===== src/rtl/b_risc_pkg.sv =====
// rtl/b_risc_pkg.sv - shared register-file defaults and index helpers
package b_risc_pkg;

  localparam int REG_W_DEFAULT     = 32;
  localparam int REG_COUNT_DEFAULT = 32;

  function automatic int reg_idx_w(input int count);
    return (count > 1) ? $clog2(count) : 1;
  endfunction

  // Register 0 and indices past the end of a non-power-of-two file are inert.
  function automatic logic idx_ok(input int idx, input int count);
    return (idx > 0) && (idx < count);
  endfunction

endpackage


===== src/rtl/reg_scoreboard.sv =====
// rtl/reg_scoreboard.sv - per-register busy bits: reserve, write-clear, flush, read lookup
module reg_scoreboard
  import b_risc_pkg::*;
#(
  parameter int REG_COUNT = REG_COUNT_DEFAULT,
  parameter int RD_PORTS  = 2,
  parameter int WR_PORTS  = 2,
  parameter int REG_IDX_W = reg_idx_w(REG_COUNT)
) (
  input  logic                          clk,
  input  logic                          aresetn,
  input  logic                          rsv_en,
  input  logic [REG_IDX_W-1:0]          rsv_reg,
  input  logic                          flush,
  input  logic [WR_PORTS-1:0]           wr_valid,
  input  logic [WR_PORTS*REG_IDX_W-1:0] wr_reg,
  input  logic [RD_PORTS*REG_IDX_W-1:0] rd_reg,
  input  logic [RD_PORTS-1:0]           rd_fwd,
  output logic [RD_PORTS-1:0]           rd_busy
);

  logic [REG_COUNT-1:0] busy;
  logic [REG_COUNT-1:0] busy_nxt;

  // Priority low to high: write clears, reserve sets, flush clears everything.
  always_comb begin
    busy_nxt = busy;
    for (int w = 0; w < WR_PORTS; w++) begin
      if (wr_valid[w]) busy_nxt[wr_reg[w*REG_IDX_W +: REG_IDX_W]] = 1'b0;
    end
    if (rsv_en && idx_ok(int'(rsv_reg), REG_COUNT)) busy_nxt[rsv_reg] = 1'b1;
    if (flush) busy_nxt = '0;
    busy_nxt[0] = 1'b0;
  end

  always_ff @(posedge clk or negedge aresetn) begin
    if (!aresetn) busy <= '0;
    else          busy <= busy_nxt;
  end

  always_comb begin
    rd_busy = '0;
    for (int p = 0; p < RD_PORTS; p++) begin
      if (aresetn && idx_ok(int'(rd_reg[p*REG_IDX_W +: REG_IDX_W]), REG_COUNT) && !rd_fwd[p])
        rd_busy[p] = busy[rd_reg[p*REG_IDX_W +: REG_IDX_W]];
    end
  end

endmodule


===== src/rtl/register_file_mp.sv =====
// rtl/register_file_mp.sv - multi-port register file with write bypass and busy scoreboard
module register_file_mp
  import b_risc_pkg::*;
#(
  parameter int REG_W     = REG_W_DEFAULT,
  parameter int REG_COUNT = REG_COUNT_DEFAULT,
  parameter int RD_PORTS  = 2,
  parameter int WR_PORTS  = 2,
  parameter int BYPASS    = 1,
  parameter int REG_IDX_W = reg_idx_w(REG_COUNT)
) (
  input  logic                          clk,
  input  logic                          aresetn,
  input  logic [RD_PORTS*REG_IDX_W-1:0] rd_reg,
  output logic [RD_PORTS*REG_W-1:0]     rd_data,
  output logic [RD_PORTS-1:0]           rd_busy,
  input  logic [WR_PORTS-1:0]           wr_en,
  input  logic [WR_PORTS*REG_IDX_W-1:0] wr_reg,
  input  logic [WR_PORTS*REG_W-1:0]     wr_data,
  input  logic                          rsv_en,
  input  logic [REG_IDX_W-1:0]          rsv_reg,
  input  logic                          flush
);

  logic [REG_W-1:0]    regs [REG_COUNT];
  logic [WR_PORTS-1:0] wr_valid;
  logic [RD_PORTS-1:0] rd_fwd;
  logic [REG_W-1:0]    fwd_data [RD_PORTS];

  always_comb begin
    wr_valid = '0;
    for (int w = 0; w < WR_PORTS; w++)
      wr_valid[w] = wr_en[w] && idx_ok(int'(wr_reg[w*REG_IDX_W +: REG_IDX_W]), REG_COUNT);
  end

  // Later ports overwrite earlier ones, so the highest-numbered port wins.
  always_ff @(posedge clk or negedge aresetn) begin
    if (!aresetn) begin
      for (int i = 0; i < REG_COUNT; i++) regs[i] <= '0;
    end else begin
      for (int w = 0; w < WR_PORTS; w++) begin
        if (wr_valid[w]) regs[wr_reg[w*REG_IDX_W +: REG_IDX_W]] <= wr_data[w*REG_W +: REG_W];
      end
    end
  end

  always_comb begin
    rd_fwd  = '0;
    rd_data = '0;
    for (int p = 0; p < RD_PORTS; p++) begin
      fwd_data[p] = '0;
      for (int w = 0; w < WR_PORTS; w++) begin
        if (BYPASS != 0 && wr_valid[w] &&
            wr_reg[w*REG_IDX_W +: REG_IDX_W] == rd_reg[p*REG_IDX_W +: REG_IDX_W]) begin
          rd_fwd[p]   = 1'b1;
          fwd_data[p] = wr_data[w*REG_W +: REG_W];
        end
      end
      if (aresetn && idx_ok(int'(rd_reg[p*REG_IDX_W +: REG_IDX_W]), REG_COUNT))
        rd_data[p*REG_W +: REG_W] = rd_fwd[p] ? fwd_data[p] : regs[rd_reg[p*REG_IDX_W +: REG_IDX_W]];
    end
  end

  reg_scoreboard #(
    .REG_COUNT (REG_COUNT),
    .RD_PORTS  (RD_PORTS),
    .WR_PORTS  (WR_PORTS),
    .REG_IDX_W (REG_IDX_W)
  ) u_scoreboard (
    .clk      (clk),
    .aresetn  (aresetn),
    .rsv_en   (rsv_en),
    .rsv_reg  (rsv_reg),
    .flush    (flush),
    .wr_valid (wr_valid),
    .wr_reg   (wr_reg),
    .rd_reg   (rd_reg),
    .rd_fwd   (rd_fwd),
    .rd_busy  (rd_busy)
  );

endmodule


===== config.mk =====
export PLATFORM = sky130hd
export DESIGN_NAME = register_file_mp
export DESIGN_NICKNAME = d
export VERILOG_FILES = /design/src/rtl/b_risc_pkg.sv /design/src/rtl/reg_scoreboard.sv /design/src/rtl/register_file_mp.sv
export SDC_FILE = /design/constraint.sdc
export NUM_CORES = 2
export LEC_CHECK = 0
export BUFFER_PORTS_ARGS = -buffer_cell sky130_fd_sc_hd__buf_4
export CORE_MARGIN = 5
export CORE_UTILIZATION = 64
export CTS_CLUSTER_DIAMETER = 120
export DETAILED_ROUTE_END_ITERATION = 16
export PLACE_DENSITY_LB_ADDON = 0.08
export SYNTH_ARGS = -nofsm -noshare
export SYNTH_HDL_FRONTEND = slang
export SYNTH_SLANG_ARGS = --single-unit

===== constraint.sdc =====
create_clock -name clk -period 2.4 [get_ports clk]
set_input_delay 0.12 -clock clk [delete_from_list [all_inputs] [get_ports clk]]
set_output_delay 0.12 -clock clk [all_outputs]
set_load 0.05 [all_outputs]

==> insert_results.sql <==
INSERT INTO impl_metrics (metric_group, metric, value, unit) VALUES
('timing', 'max_clock_freq', '332', 'MHz'),
('die', 'num_io_pins', '161', ''),
('place', 'port_buffers', '160', ''),
('timing', 'worstMarginPinSlew', '1040', 'ps'),
('critical_path', 'regToRegStartpoint', 'regs[794]', ''),
('critical_path', 'critical_path_class', 'reg -> out', ''),
('finish', 'layout.nets', '6867', ''),
('drt', 'ant_nets', '0', ''),
('drt', 'drt_first_iter_violations', '10600', ''),
('critical_path', 'data_required_time_of_the_worst_path', '2280', 'ps'),
('timing', 'report.final.slew_viol_count', '0', ''),
('yosys', 'synthesis.nets', '6768', ''),
('critical_path', 'critical-path-slowest-cell', 'sky130_fd_sc_hd__o211ai_1', ''),
('timing', 'relSlewSlack', '0.303', ''),
('global_route', 'grt_max_degree', '154', ''),
('global_route', 'first_pass_grt_wire_length', '413000', 'um'),
('timing', 'final.min_clock_period', '3010', 'ps'),
('critical_path', 'worst_path_most_repeated_cell', 'sky130_fd_sc_hd__o211ai_1', ''),
('run_status', 'status', 'finished, violations left', ''),
('critical_path', 'timing.critical_path.slowest_cell_delay', '520', 'ps'),
('power', 'share_clk_of_total_power', '0.304', ''),
('place', 'dpl_worst_slack', '-507', 'ps'),
('drt', 'viasPerCell', '7.56', ''),
('power', 'irDropWorstVdd', '0.725', 'mV'),
('critical_path', 'timing.reg2reg.setup_slack', '1060', 'ps'),
('clock_tree', 'cts_tree', 'yes', ''),
('timing', 'clock-skew-final', '0', 'ps'),
('run', 'cap_viol_max_count', '0', ''),
('clock_tree', 'clk_pin_slew', '60', 'ps'),
('worst_hold_path', 'hold_path_origin', 'wr_data[15]', ''),
('timing', 'final_critical_path_setup_slack', '-609', 'ps'),
('yosys', 'synth_area_per_cell', '10.2', 'sq um'),
('global_route', 'overflow_left_after_global_routing', '0', ''),
('drt', 'drc_errors', '0', ''),
('run_status', 'failed_checks', 'negative setup slack', ''),
('timing', 'timing_hold_violations_final', '0', ''),
('global_route', 'grt_antenna_before_repair', '15', ''),
('yosys', 'netlist_area', '67900', 'sq um'),
('yosys', 'postSynth.topFlopCell', 'sky130_fd_sc_hd__dfrtp_1', ''),
('place', 'gpl.final_weighted_congestion', '0.982', ''),
('critical_path', 'worstPathCellList', 'mux4_2, nand2_1, o21ai_1, o211ai_1, o211ai_1, buf_6', ''),
('finish', 'layout-area-overhead-vs-synth', '19.6', '%'),
('die', 'vertical_extent_of_the_die', '336', 'um'),
('power', 'power_density', '792', 'nW/um^2'),
('yosys', 'count_of_state_elements_after_synthesis', '1055', ''),
('timing', 'final.period_utilization', '1.25', ''),
('finish', 'final_cell_count_without_fillers', '8278', ''),
('critical_path', 'worst_ep_arrival_time', '2890', 'ps'),
('clock_tree', 'cts_max_level', '3', ''),
('global_route', 'grt_use_total', '0.497', ''),
('timing', 'setup_repair_after_global_routing_missed_its_margin', 'true', ''),
('drt', 'num_vias', '62600', ''),
('timing', 'finalHoldWorstSlack', '59.2', 'ps'),
('clock_tree', 'cts-buffers-inserted', '116', ''),
('place', 'post-dp-hpwl', '174000', 'um'),
('yosys', 'synth_enable_flop_cells', '0', ''),
('drt', 'avgRoutedWirePerCell', '34.5', 'um'),
('timing', 'setup_viol', '66', ''),
('critical_path', 'worst_r2r_endpoint', 'regs[794]', ''),
('finish', 'drive_gt1_frac', '0.246', ''),
('die', 'die_width', '336', 'um'),
('critical_path', 'worst-path-max-fanout', '3', ''),
('worst_hold_path', 'worstHoldPathType', 'in -> reg', ''),
('finish', 'n_fill_cell', '6856', ''),
('die', 'rows', '119', ''),
('die', 'starting_density', '0.645', ''),
('finish', 'footprint_of_the_multi_input_gates', '39400', 'sq um'),
('critical_path', 'timing.critical_path.max_delay_family', 'compound AO/OA/AOI/OAI gates', ''),
('global_route', 'via_count_of_the_first_global_routing_pass', '61500', ''),
('power', 'power.switching_fraction', '0.325', ''),
('place', 'place.detailed.instances', '7868', '');
[layout make-up]
type,instances,area share
sequential,1055,0.325
antenna,14,0.000431
tap,1391,0.0214
multi-input combinational,4687,0.485
clock inverter,66,0.0104
timing repair buffer,872,0.116
inverter,40,0.00188
clock buffer,153,0.0402
[stage by stage]
| step | utilization | TNS (ps) | power (uW) |
|---|---|---|---|
| floorplan | - | -295 | 37000 |
| global placement | 0.707 | -6820 | 41900 |
| detailed placement | 0.707 | -7580 | 42800 |
| CTS | 0.767 | -24650 | 63100 |
| global route | 0.771 | -28400 | 66500 |
| finish | 0.772 | -25860 | 64300 |
[routing by layer]
metal	routed length (um)	vias to the layer above	global-route usage
li1	-	24600	-
met1	96300	30500	0.632
met2	116000	5744	0.683
met3	47400	1690	0.221
met4	26300	4	0.343
met5	26	-	0
[power groups by stage]
stage	clock network [uW]	registers (uW)	logic, uW
floorplan	0	24800	12200
global placement	0	26000	16000
detailed placement	0	26200	16600
CTS	19500	25900	17700
global route	20200	26600	19700
finish	19600	26300	18500
[placed cells by master (no fill, tap or decap), drive strengths merged, types with 33 or more instances in the layout]
| cell | Yosys | final |
|---|---|---|
| a21oi | 732 | 732 |
| a22oi | 99 | 99 |
| a31oi | 84 | 84 |
| buf | 321 | 763 |
| clkbuf | 570 | 154 |
| clkinv | 0 | 35 |
| dfrtp | 1055 | 1055 |
| dlygate4sd3 | 0 | 108 |
| inv | 40 | 45 |
| mux2i | 1111 | 1111 |
| mux4 | 464 | 464 |
| nand2 | 689 | 689 |
| nand4b | 33 | 33 |
| nor2 | 601 | 601 |
| nor4 | 39 | 39 |
| o211ai | 63 | 63 |
| o21ai | 385 | 385 |
| o221ai | 62 | 62 |
[state kept, by name (all words and copies together), names as in the netlist]
name               cells
regs                1024
u_scoreboard.busy     31
[what timing repair did]
item,CTS,global route
setup endpoints to repair,66,66
hold buffers,108,0
gates cloned,0,0
resized for setup,143,76
pin swaps,77,65
buffers inserted,58,20
hold endpoints to repair,1250,0
[worst max path at each step]
stage / endpoint / slack (ps) / start / depth (start not counted)
global placement: rd_data[15] / -550 / rd_reg[0] / 9
CTS: rd_data[28] / -570 / regs[284] / 6
floorplan: rd_data[10] / -250 / wr_reg[2] / 8
detailed placement: rd_data[15] / -510 / rd_reg[0] / 9
finish: rd_data[54] / -610 / regs[566] / 6
global route: rd_data[25] / -640 / regs[25] / 6
[cells in the mapped netlist (99+ instances only)]
cell,count,share of area
sky130_fd_sc_hd__nor2_1,600,0.033
sky130_fd_sc_hd__dfrtp_1,1055,0.39
sky130_fd_sc_hd__o21ai_0,190,0.014
sky130_fd_sc_hd__a22oi_1,99,0.011
sky130_fd_sc_hd__buf_1,104,0.0058
sky130_fd_sc_hd__o21ai_1,195,0.014
sky130_fd_sc_hd__buf_2,188,0.014
sky130_fd_sc_hd__mux2i_1,1111,0.16
sky130_fd_sc_hd__nand2_1,689,0.038
sky130_fd_sc_hd__a21oi_1,732,0.054
sky130_fd_sc_hd__clkbuf_1,554,0.031
sky130_fd_sc_hd__mux4_2,464,0.15
[kinds of logic after synthesis]
kind of cell | share of synthesized area
mux | 0.319
xor+xnor | 0.00258
compound gates | 0.137
buf+inv | 0.0574
simple gates | 0.0953
flops | 0.389
[worst register-to-register path: stages (launching register included)]
cell and delay, ps:
sky130_fd_sc_hd__dfrtp_1 390, sky130_fd_sc_hd__mux2i_1 180, sky130_fd_sc_hd__o21ai_1 90, sky130_fd_sc_hd__dlygate4sd3_1 570
Power figures use the tool's default switching activity.
